$ cat config.mk
export PLATFORM = sky130hd
export DESIGN_NAME = fetch_stage
export DESIGN_NICKNAME = d
export VERILOG_FILES = /design/src/rtl/fetch_stage.sv
export SDC_FILE = /design/constraint.sdc
export NUM_CORES = 1
export LEC_CHECK = 0
export BUFFER_PORTS_ARGS = -buffer_cell sky130_fd_sc_hd__buf_2
export CAP_MARGIN = 20
export CORE_ASPECT_RATIO = 0.7
export CORE_MARGIN = 1
export CORE_UTILIZATION = 46
export DETAILED_ROUTE_END_ITERATION = 10
export PLACE_DENSITY_LB_ADDON = 0.12
export SYNTH_ARGS = -nofsm -noshare
export SYNTH_HDL_FRONTEND = slang
export SYNTH_SLANG_ARGS = --single-unit
export TNS_END_PERCENT = 10
$ cat constraint.sdc
create_clock -name CLK -period 2.25 [get_ports CLK]
set_input_delay 0.45 -clock CLK [delete_from_list [all_inputs] [get_ports CLK]]
set_output_delay 0.45 -clock CLK [all_outputs]
set_load 0.05 [all_outputs]
$ cat src/rtl/fetch_stage.sv
// Instruction-fetch stage with IF/ID register and a one-entry skid buffer.
// Optional performance counters are compiled in when FETCH_PERF_EN is defined.
module fetch_stage #(
  parameter logic [31:0] PC_INIT = 32'h0000_0000
) (
  input  logic        CLK,
  input  logic        RST,
  input  logic        ihit,
  input  logic [31:0] imemload,
  output logic        imemREN,
  output logic [31:0] imemaddr,
  input  logic        freeze,
  input  logic        flush,
  input  logic        redirect_valid,
  input  logic [31:0] redirect_pc,
  input  logic        halt,
  output logic [31:0] instr_d,
  output logic [31:0] npc_d,
  output logic        valid_d,
  output logic [31:0] fetch_cnt,
  output logic [31:0] stall_cnt,
  output logic [1:0]  state_dbg
);

  localparam logic [1:0] RUN    = 2'd0;
  localparam logic [1:0] HELD   = 2'd1;
  localparam logic [1:0] HALTED = 2'd2;

  logic [1:0]  state;
  logic [31:0] pc;
  logic [31:0] skid;
  logic [31:0] pc_plus4;

  // Memory handshake: imemREN is the request, ihit the response; a cycle with
  // imemREN & ihit transfers imemload for address imemaddr, otherwise the same
  // address stays requested. imemREN never depends on ihit.
  assign pc_plus4  = pc + 32'd4;
  assign imemaddr  = pc;
  assign imemREN   = (state == RUN) && !RST;
  assign state_dbg = state;

  always_ff @(posedge CLK) begin
    if (RST) begin
      state   <= RUN;
      pc      <= PC_INIT;
      skid    <= 32'd0;
      instr_d <= 32'd0;
      npc_d   <= 32'd0;
      valid_d <= 1'b0;
    end else if (halt) begin
      state   <= HALTED;
      instr_d <= 32'd0;
      npc_d   <= 32'd0;
      valid_d <= 1'b0;
    end else if (state == RUN || state == HELD) begin
      if (redirect_valid) begin
        pc      <= {redirect_pc[31:2], 2'b00};
        skid    <= 32'd0;
        state   <= RUN;
        instr_d <= 32'd0;
        npc_d   <= 32'd0;
        valid_d <= 1'b0;
      end else if (flush) begin
        // A flushed hit still consumed its address, so pc moves on.
        instr_d <= 32'd0;
        npc_d   <= 32'd0;
        valid_d <= 1'b0;
        if (state == HELD) begin
          skid  <= 32'd0;
          state <= RUN;
        end else if (ihit) begin
          pc <= pc_plus4;
        end
      end else if (state == HELD) begin
        if (!freeze) begin
          instr_d <= skid;
          npc_d   <= pc;
          valid_d <= 1'b1;
          state   <= RUN;
        end
      end else if (ihit) begin
        pc <= pc_plus4;
        if (freeze) begin
          skid  <= imemload;
          state <= HELD;
        end else begin
          instr_d <= imemload;
          npc_d   <= pc_plus4;
          valid_d <= 1'b1;
        end
      end else if (!freeze) begin
        instr_d <= 32'd0;
        npc_d   <= 32'd0;
        valid_d <= 1'b0;
      end
    end
  end

`ifdef FETCH_PERF_EN
  logic        load_valid;
  logic [31:0] fetch_q;
  logic [31:0] stall_q;

  // Mirrors the priority chain above: only an unsquashed, unfrozen load counts.
  assign load_valid = !RST && !halt && !redirect_valid && !flush && !freeze &&
                      ((state == RUN && ihit) || state == HELD);

  always_ff @(posedge CLK) begin
    if (RST) begin
      fetch_q <= 32'd0;
      stall_q <= 32'd0;
    end else begin
      if (load_valid) fetch_q <= fetch_q + 32'd1;
      if (imemREN && !ihit) stall_q <= stall_q + 32'd1;
    end
  end

  assign fetch_cnt = fetch_q;
  assign stall_cnt = stall_q;
`else
  assign fetch_cnt = 32'd0;
  assign stall_cnt = 32'd0;
`endif

endmodule

==> results of run 1 <==
## flip-flops by register name (all words and copies together) (netlist names)
name,count
instr_d,32
skid,32
npc_d,31
imemaddr,30
state_dbg,2
valid_d,1
## through the flow
stage / utilization [%] / area (sq um)
after floorplan: - / 7209
final: 57.92 / 8527
after CTS: 57.92 / 8527
after detailed placement: 53.98 / 7946
after global placement: 53.98 / 7946
after global routing: 57.92 / 8527
## worst max-delay path: cells and delay by family, from the launching register on
family | cells | cell delay [ps]
AOI/OAI and AO/OA | 1 | 160
buffers and inverters | 1 | 180
DFF | 1 | 510
and+or+nand+nor | 4 | 1240
## routing by layer
layer	global-route usage, %	routed length [um]	up-vias
met4	7.289	214	0
met5	0	0	-
met2	40.30	9038	333
met3	6.943	2022	22
met1	40.46	10430	3429
li1	-	-	3562
## path summary, 6_finish.rpt
kind,start,to,slack (ps),cells past startpoint
hold reg to reg,skid[30],skid[30],450,2
setup / recovery,imemaddr[5],imemaddr[19],80,6
setup reg to reg,imemaddr[5],imemaddr[19],80,6
hold / removal,imemload[13],skid[13],300,3
## power groups by stage
stage / sequential, mW / clock, mW / combinational [mW]
floorplan: 2.52 / 0 / 0.660
global placement: 2.42 / 0 / 0.939
detailed placement: 2.42 / 0 / 0.940
CTS: 2.37 / 2.75 / 0.943
global route: 2.38 / 2.84 / 1.01
finish: 2.37 / 2.71 / 0.949
## cells by family (layout without fill, tap and decap cells)
kind of cell,Yosys count,after routing,share of synthesized area [%]
AOI/OAI and AO/OA,267,267,22.53
muxes,6,6,0.8816
DFF,128,128,36.85
adders and majority gates,1,1,0.1799
and+or+nand+nor,385,385,26.86
other,1,66,0.05392
xor gates and xnor gates,3,3,0.3779
buffers and inverters,157,258,12.27
## placed cells by master (no fill, tap or decap), types with 3 or more instances in the layout
master	Yosys	routed
buf_2	9	166
a21oi_1	146	146
nand2_1	127	127
dfxtp_1	128	123
nand3_1	89	89
conb_1	1	66
nor2_1	63	62
buf_4	67	51
o21ai_0	35	34
nor3_1	19	18
nand4_1	18	18
clkbuf_16	0	17
and3_1	16	16
a31oi_1	15	15
a22oi_1	14	14
nor4_1	8	8
o31ai_1	8	8
a211oi_1	7	7
a21o_1	8	7
or4_1	7	7
or3_1	6	6
nor2b_1	6	5
nand2b_1	6	5
mux2i_1	5	5
a32o_1	5	5
inv_6	0	5
dfxtp_2	0	5
buf_12	0	5
a221oi_1	4	4
and4_1	4	4
inv_1	4	4
a21boi_0	3	3
nor3_2	2	3
nand3b_1	3	3
o221ai_1	3	3
clkinvlp_4	0	3
clkinv_4	0	3
## layout make-up
cell class	count	share of cell area [%]
Clock buffer	19	5.312
Sequential cell	128	30.12
Timing Repair Buffer	222	15.41
Tap cell	195	2.861
Multi-Input combinational cell	728	44.62
Clock inverter	13	1.497
Inverter	4	0.1761
==> results.cfg, run 1 <==
[detailed_routing]
vias = 7346
post_drt_via_cell_ratio = 5.612
first_pass_iters = 6
drtIter0Drc = 572
wl_per_cell_um = 16.58
antenna_left = 0
drt-total-wl_mm = 21.71
drcViolationCount = 0

[critical_path]
path_cells = nand4_2 > buf_4 > nor4_4 > nand2_1 > or4_1 > a31oi_1
required_ps = 2590
slowest_delay_ps = 510
start_kind = register
path_class = register to register
cp_max_fo = 9
endpoint_kind = register
crit_arrival_ps = 2510
cp_slowest_cell = dfxtp_1

[synthesis]
synthArstFlopShare_pct = 0
synth.most_common_cell = a21oi_1
synthTopCellsByArea = dfxtp_1 (37%), a21oi_1 (11%), buf_4 (7.2%)
yosysWarningCount = 0
synth_edf_count = 0
synth_top_area_share_pct = 36.85
synth_common_cells = a21oi_1 (146), dfxtp_1 (128), nand2_1 (127), nand3_1 (89)
synth_area_leader_cell = dfxtp_1
synth_flop_cell = dfxtp_1
yosysSeqAreaShare_pct = 36.85
synth_cell_types = 62
synth_cells = 948
avgSynthCellArea_sq_um = 7.336
netlist_area_sq_um = 6954
yosys_register_bits = 128

[grt]
grt_max_degree = 62
grt_pass1_vias = 6465
groute.usage.overall_pct = 27.79
grt_pass1_wl_mm = 34.22
grt_overflow = 0
antenna_found_initial = 0

[min_path]
holdCritPathClass = input pin to register

[power_and_ir_drop]
power.switching_mw = 1.896
internal-power_mw = 4.132
seqPwrFrac_pct = 39.4
clkPwrFrac_pct = 44.9
power_leakage_nw = 3.524
total_power_mw = 6.028
combPwrFrac_pct = 15.7
irDropWorstVdd_mv = 0.4873
swShare_pct = 31.45
power.density_nw_per_um2 = 707.0

[floorplan]
initial_core_util_pct = 47.24
core_area_sq_um = 14720
dieHeight_um = 104.9
die_area_sq_um = 15620
io_pins = 235
rows = 37
die-width_um = 149.0

[clock_network]
clock_latency_ps = 420
cts-root-buf = clkbuf_16
cts_buffers = 17
cts.sink_count = 128
post-cts-setup-buffer-count = 0
clockBufferDepth = 2
cts_max_level = 4
cts_hold_buf = 0
clk_pin_slew_worst_paths_ps = 60
cts_tree = built
cts_resized = 0

[timing]
setup_viol = 0
drv_slew = 0
holdWs_ps = 300.0
finalHoldViolations = 0
max_freq_mhz = 460.9
final.setup.tns_ps = 0
finalCriticalPeriod_ps = 2170
post-route-period-util_pct = 96.43
fin_ws_ps = 80.22
fin_skew_ps = 10.23
worst_slew_pin_slew_ps = 575.3
rsz0062_at_grt = false
relSlewSlack_pct = 61.65

[final_layout]
fillCellCount = 1470
nNetsFinal = 1173
area_growth_pct = 22.62
multi_input_area_sq_um = 3805
n_antenna_cell = 0
fin_cells = 1309
regArea_sq_um = 2569
drive_gt1_share_pct = 24.60

[placement]
place_ws_ps = 150.0
port_buffers = 166
dpl.hpwl_mm = 14.65
dp_cells = 1277
gp_congestion = 0.8973

[run]
drv_cap = 0

[run_status]
run_status = complete, no violations
No activity file was read; power rests on OpenSTA's default activity.
==> run 2: changes to the inputs <==
--- a/config.mk
+++ b/config.mk
@@ -9,9 +9,9 @@
 export CAP_MARGIN = 20
 export CORE_ASPECT_RATIO = 0.7
 export CORE_MARGIN = 1
-export CORE_UTILIZATION = 46
+export CORE_UTILIZATION = 25
 export DETAILED_ROUTE_END_ITERATION = 10
-export PLACE_DENSITY_LB_ADDON = 0.12
+export PLACE_DENSITY = 0.47
 export SYNTH_ARGS = -nofsm -noshare
 export SYNTH_HDL_FRONTEND = slang
 export SYNTH_SLANG_ARGS = --single-unit
==> results.cfg, run 2 (synthesis gave the netlist of run 1 again) <==
[run_status]
run_status = complete, no violations

[critical_path]
path_class = register to register
cp_max_fo = 10
crit_arrival_ps = 2490
start_kind = register
required_ps = 2600
endpoint_kind = register

[clock_network]
cts_buffers = 17
cts-root-buf = clkbuf_16
cts_max_level = 4
cts_resized = 0
clk_pin_slew_worst_paths_ps = 70
cts.sink_count = 128
cts_tree = built
clockBufferDepth = 2
post-cts-setup-buffer-count = 0
cts_hold_buf = 0
clock_latency_ps = 430

[grt]
grt_pass1_vias = 6717
grt_pass1_wl_mm = 41.84
grt_overflow = 0
antenna_found_initial = 0
grt_max_degree = 50
groute.usage.overall_pct = 19.19

[final_layout]
most-common-layout-cells = buf_2 (166), a21oi_1 (146), nand2_1 (126)
nNetsFinal = 1181
area_growth_pct = 27.94
layout_commonest_cell = buf_2
n_antenna_cell = 0
top_regs = instr_d: 32 flops, skid: 32 flops, npc_d: 31 flops
drive_gt1_share_pct = 25.25

[placement]
port_buffers = 166
dpl.hpwl_mm = 18.79
gp_congestion = 0.8315

[floorplan]
die-width_um = 201.3
core_area_sq_um = 27030
dieHeight_um = 141.5
rows = 50
die_area_sq_um = 28500
initial_core_util_pct = 25.73
io_pins = 235

[detailed_routing]
post_drt_via_cell_ratio = 4.898
first_pass_iters = 5
antenna_left = 0
wl_per_cell_um = 18.51
drt-total-wl_mm = 27.49
drcViolationCount = 0
vias = 7274
drtIter0Drc = 486

[timing]
worst_slew_pin_slew_ps = 715.6
finalCriticalPeriod_ps = 2138
drv_slew = 0
max_freq_mhz = 467.6
holdWs_ps = 284.1
post-route-period-util_pct = 95.04
setup_viol = 0
rsz0062_at_grt = false
finalHoldViolations = 0
final.setup.tns_ps = 0
relSlewSlack_pct = 52.29
fin_skew_ps = 11.65

[power_and_ir_drop]
irDropWorstVdd_mv = 0.4606
power_leakage_nw = 3.614
power.density_nw_per_um2 = 730.2

[run]
drv_cap = 0

[min_path]
holdCritPathClass = input pin to register
==> run 2: cell count changes in the layout (fill, tap and decap cells not counted), sizes merged <==
cell / before / now
buf: 222 / 230
bufinv: 1 / 5
clkbuf: 19 / 21
clkinv: 4 / 3
clkinvlp: 3 / 2
inv: 9 / 4
==> run 2: where the power goes <==
group          total [mW]  internal (mW)  leakage, nW  switching (mW)
clock network        3.12           2.02        0.309            1.10
registers            2.36           2.31         1.04          0.0466
logic                1.02          0.237         2.27           0.783
total                6.50           4.57         3.61            1.93
==> run 2: cell type report <==
cell class,count,area [sq um]
clock inverters,10,183.9
repair buffers,230,1386
flip-flops and latches,128,2569
clock buffers,21,460.4
inverters,4,15.01
well taps,364,455.4
multi-input cells,728,3827
fillers,2981,18130
==> run 2: path summary, 6_finish.rpt <==
path	start	end	slack (ps)	cells past startpoint
setup / recovery	imemaddr[2]	imemaddr[28]	110	7
hold / removal	redirect_pc[30]	imemaddr[30]	280	3
setup reg to reg	imemaddr[2]	imemaddr[28]	110	7
hold reg to reg	skid[17]	skid[17]	450	2
==> run 2: layer usage <==
layer | up-vias | track usage, % | part of all wire [%]
met4 | 0 | 3.907 | 0.71
met2 | 246 | 27.06 | 42
met5 | - | 0 | 0
met3 | 14 | 5.030 | 7.1
li1 | 3564 | - | -
met1 | 3450 | 28.77 | 51
==> run 2: per-stage QoR <==
step / utilization (%) / instance area [sq um] / power, mW / setup slack (ps) / instances
final: 32.92 / 8897 / 6.496 / 111.6 / 1485
after CTS: 32.88 / 8886 / 6.575 / 100.3 / 1485
after floorplan: - / 7209 / 3.182 / -72.93 / 1013
after detailed placement: 30.50 / 8242 / 3.423 / 45.99 / 1454
after global routing: 32.92 / 8897 / 6.761 / 2.405 / 1485
after global placement: 30.50 / 8242 / 3.422 / 116.7 / 1454
==> run 2: worst max-delay path: stages, from the launching register on <==
cell	delay, ps
dfxtp_2	430
ha_1	210
nand3_2	210
nor4_1	360
buf_4	170
nand4_1	110
or4_1	410
a31oi_1	160
==> run 3: changes to the inputs <==
--- a/config.mk
+++ b/config.mk
@@ -11,7 +11,7 @@
 export CORE_MARGIN = 1
 export CORE_UTILIZATION = 25
 export DETAILED_ROUTE_END_ITERATION = 10
-export PLACE_DENSITY = 0.47
+export PLACE_DENSITY = 0.53
 export SYNTH_ARGS = -nofsm -noshare
 export SYNTH_HDL_FRONTEND = slang
 export SYNTH_SLANG_ARGS = --single-unit
==> results.cfg, run 3 (synthesis gave the netlist of run 1 again) <==
[critical_path]
rr_worst_depth = 5
r2r_end = imemaddr[25]
path_class = register to register
cp_max_fo = 6
timing.rr.start = imemaddr[5]
required_ps = 2550
endpoint_kind = register
crit_arrival_ps = 2420
ff2ff_setup_slack_ps = 130
start_kind = register

[clock_network]
post-cts-setup-buffer-count = 0
cts-root-buf = clkbuf_16
cts_tree = built
clock_latency_ps = 420
clockBufferDepth = 2
cts.sink_count = 128
cts_buffers = 17
cts_hold_buf = 0
cts_max_level = 4
clk_pin_slew_worst_paths_ps = 60
cts_resized = 0

[power_and_ir_drop]
power.switching_mw = 1.852
total_power_mw = 5.985
power_leakage_nw = 3.567
internal-power_mw = 4.133
clkPwrFrac_pct = 43.9
irDropWorstVdd_mv = 0.4692
power.density_nw_per_um2 = 680.9
swShare_pct = 30.94
combPwrFrac_pct = 16.5
seqPwrFrac_pct = 39.6

[detailed_routing]
vias = 7325
first_pass_iters = 5
drtIter0Drc = 542
wl_per_cell_um = 17.45
antenna_left = 0
post_drt_via_cell_ratio = 4.923
drt-total-wl_mm = 25.97
drcViolationCount = 0

[floorplan]
core_area_sq_um = 27030
io_pins = 235
die_area_sq_um = 28500
die-width_um = 201.3
dieHeight_um = 141.5
initial_core_util_pct = 25.73
rows = 50

[grt]
antenna_found_initial = 1
use_met1_pct = 27.17
grt_util_met3_pct = 5.466
grt_overflow = 0
grt_max_degree = 44
groute.usage.overall_pct = 18.19
grt_busiest_layer = met1
grt_pass1_vias = 6670
grt_pass1_wl_mm = 40.03
met2_usage_pct = 24.97

[final_layout]
regArea_sq_um = 2569
top_regs = instr_d: 32 flops, skid: 32 flops, npc_d: 31 flops
area_growth_pct = 26.39
drive_gt1_share_pct = 25.02
layout_commonest_cell = buf_2
nNetsFinal = 1183
fin_cells = 1488
fillCellCount = 2971
most-common-layout-cells = buf_2 (166), a21oi_1 (146), nand2_1 (127)
multi_input_area_sq_um = 3842

[placement]
dp_cells = 1456
port_buffers = 166
gp_congestion = 0.8829
dpl.hpwl_mm = 18.70

[min_path]
holdPathStages = 2
worstHoldEndpoint = state_dbg[1]
holdCritPathClass = input pin to register
min-delay-start = RST

[timing]
max_freq_mhz = 471.0
fin_skew_ps = 14.00
post-route-period-util_pct = 94.36
setup_viol = 0
rsz0062_at_grt = false
worst_slew_pin_slew_ps = 653.8
drv_slew = 0
relSlewSlack_pct = 56.01
finalHoldViolations = 0
finalCriticalPeriod_ps = 2123

[run_status]
run_status = complete, no violations

[run]
drv_cap = 0
==> run 3: cell types whose count changed in the layout (fill, tap and decap cells not counted), moves of 2 or more <==
cell	previous run	this run
clkbuf_1	2	4
clkinvlp_4	2	0
clkinv_2	2	6
buf_4	58	63
bufinv_16	5	1
buf_12	6	3
==> run 3: power groups by stage <==
stage	Sequential (mW)	Clock [mW]	Combinational [mW]
global placement	2.42	0	0.979
floorplan	2.52	0	0.660
finish	2.37	2.62	0.989
global route	2.38	2.81	1.06
detailed placement	2.42	0	0.984
CTS	2.37	2.71	0.987
==> run 3: cell type report <==
cell class | instances | share of cell area (%)
inverter | 4 | 0.1708
clock buffer | 24 | 5.480
multi-input combinational | 728 | 43.72
sequential | 128 | 29.22
antenna | 1 | 0.02847
timing repair buffer | 232 | 15.52
tap | 364 | 5.181
clock inverter | 7 | 0.6833
==> run 3: worst max-delay path, cell delays in order, from the launching register on <==
cell,delay [ps]
dfxtp_1,460
nand4_2,180
or4_1,760
nor3_2,380
nand3b_1,150
a31oi_1,70
==> run 3: how the worst max path moves through the flow <==
stage / startpoint / endpoint / slack [ps]
finish: imemaddr[5] / imemaddr[25] / 130
global placement: redirect_valid / npc_d[21] / 140
global route: imemaddr[5] / imemaddr[19] / 2
floorplan: imemaddr[13] / imemaddr[23] / -70
CTS: imemaddr[2] / imemaddr[28] / 120
detailed placement: imemaddr[2] / imemaddr[28] / 120
==> run 3: routing by layer <==
| layer | share of wire, % | up-vias |
|---|---|---|
| met5 | 0 | - |
| met4 | 1.1 | 0 |
| met3 | 8.2 | 18 |
| met2 | 41 | 279 |
| met1 | 49 | 3454 |
| li1 | - | 3574 |
==> run 3: per-stage QoR <==
stage          hold WS (ps)  util, %  setup WS [ps]  TNS (ps)  cell area [sq um]
3_5_place_dp          443.2    30.42          118.4         0               8220
3_3_place_gp          438.7    30.42          138.8         0               8220
4_1_cts               253.6    32.42          118.2         0               8762
2_1_floorplan         432.1        -         -72.93    -160.5               7209
6_report              275.3    32.52          126.8         0               8790
5_1_grt               262.1    32.51          2.008         0               8787
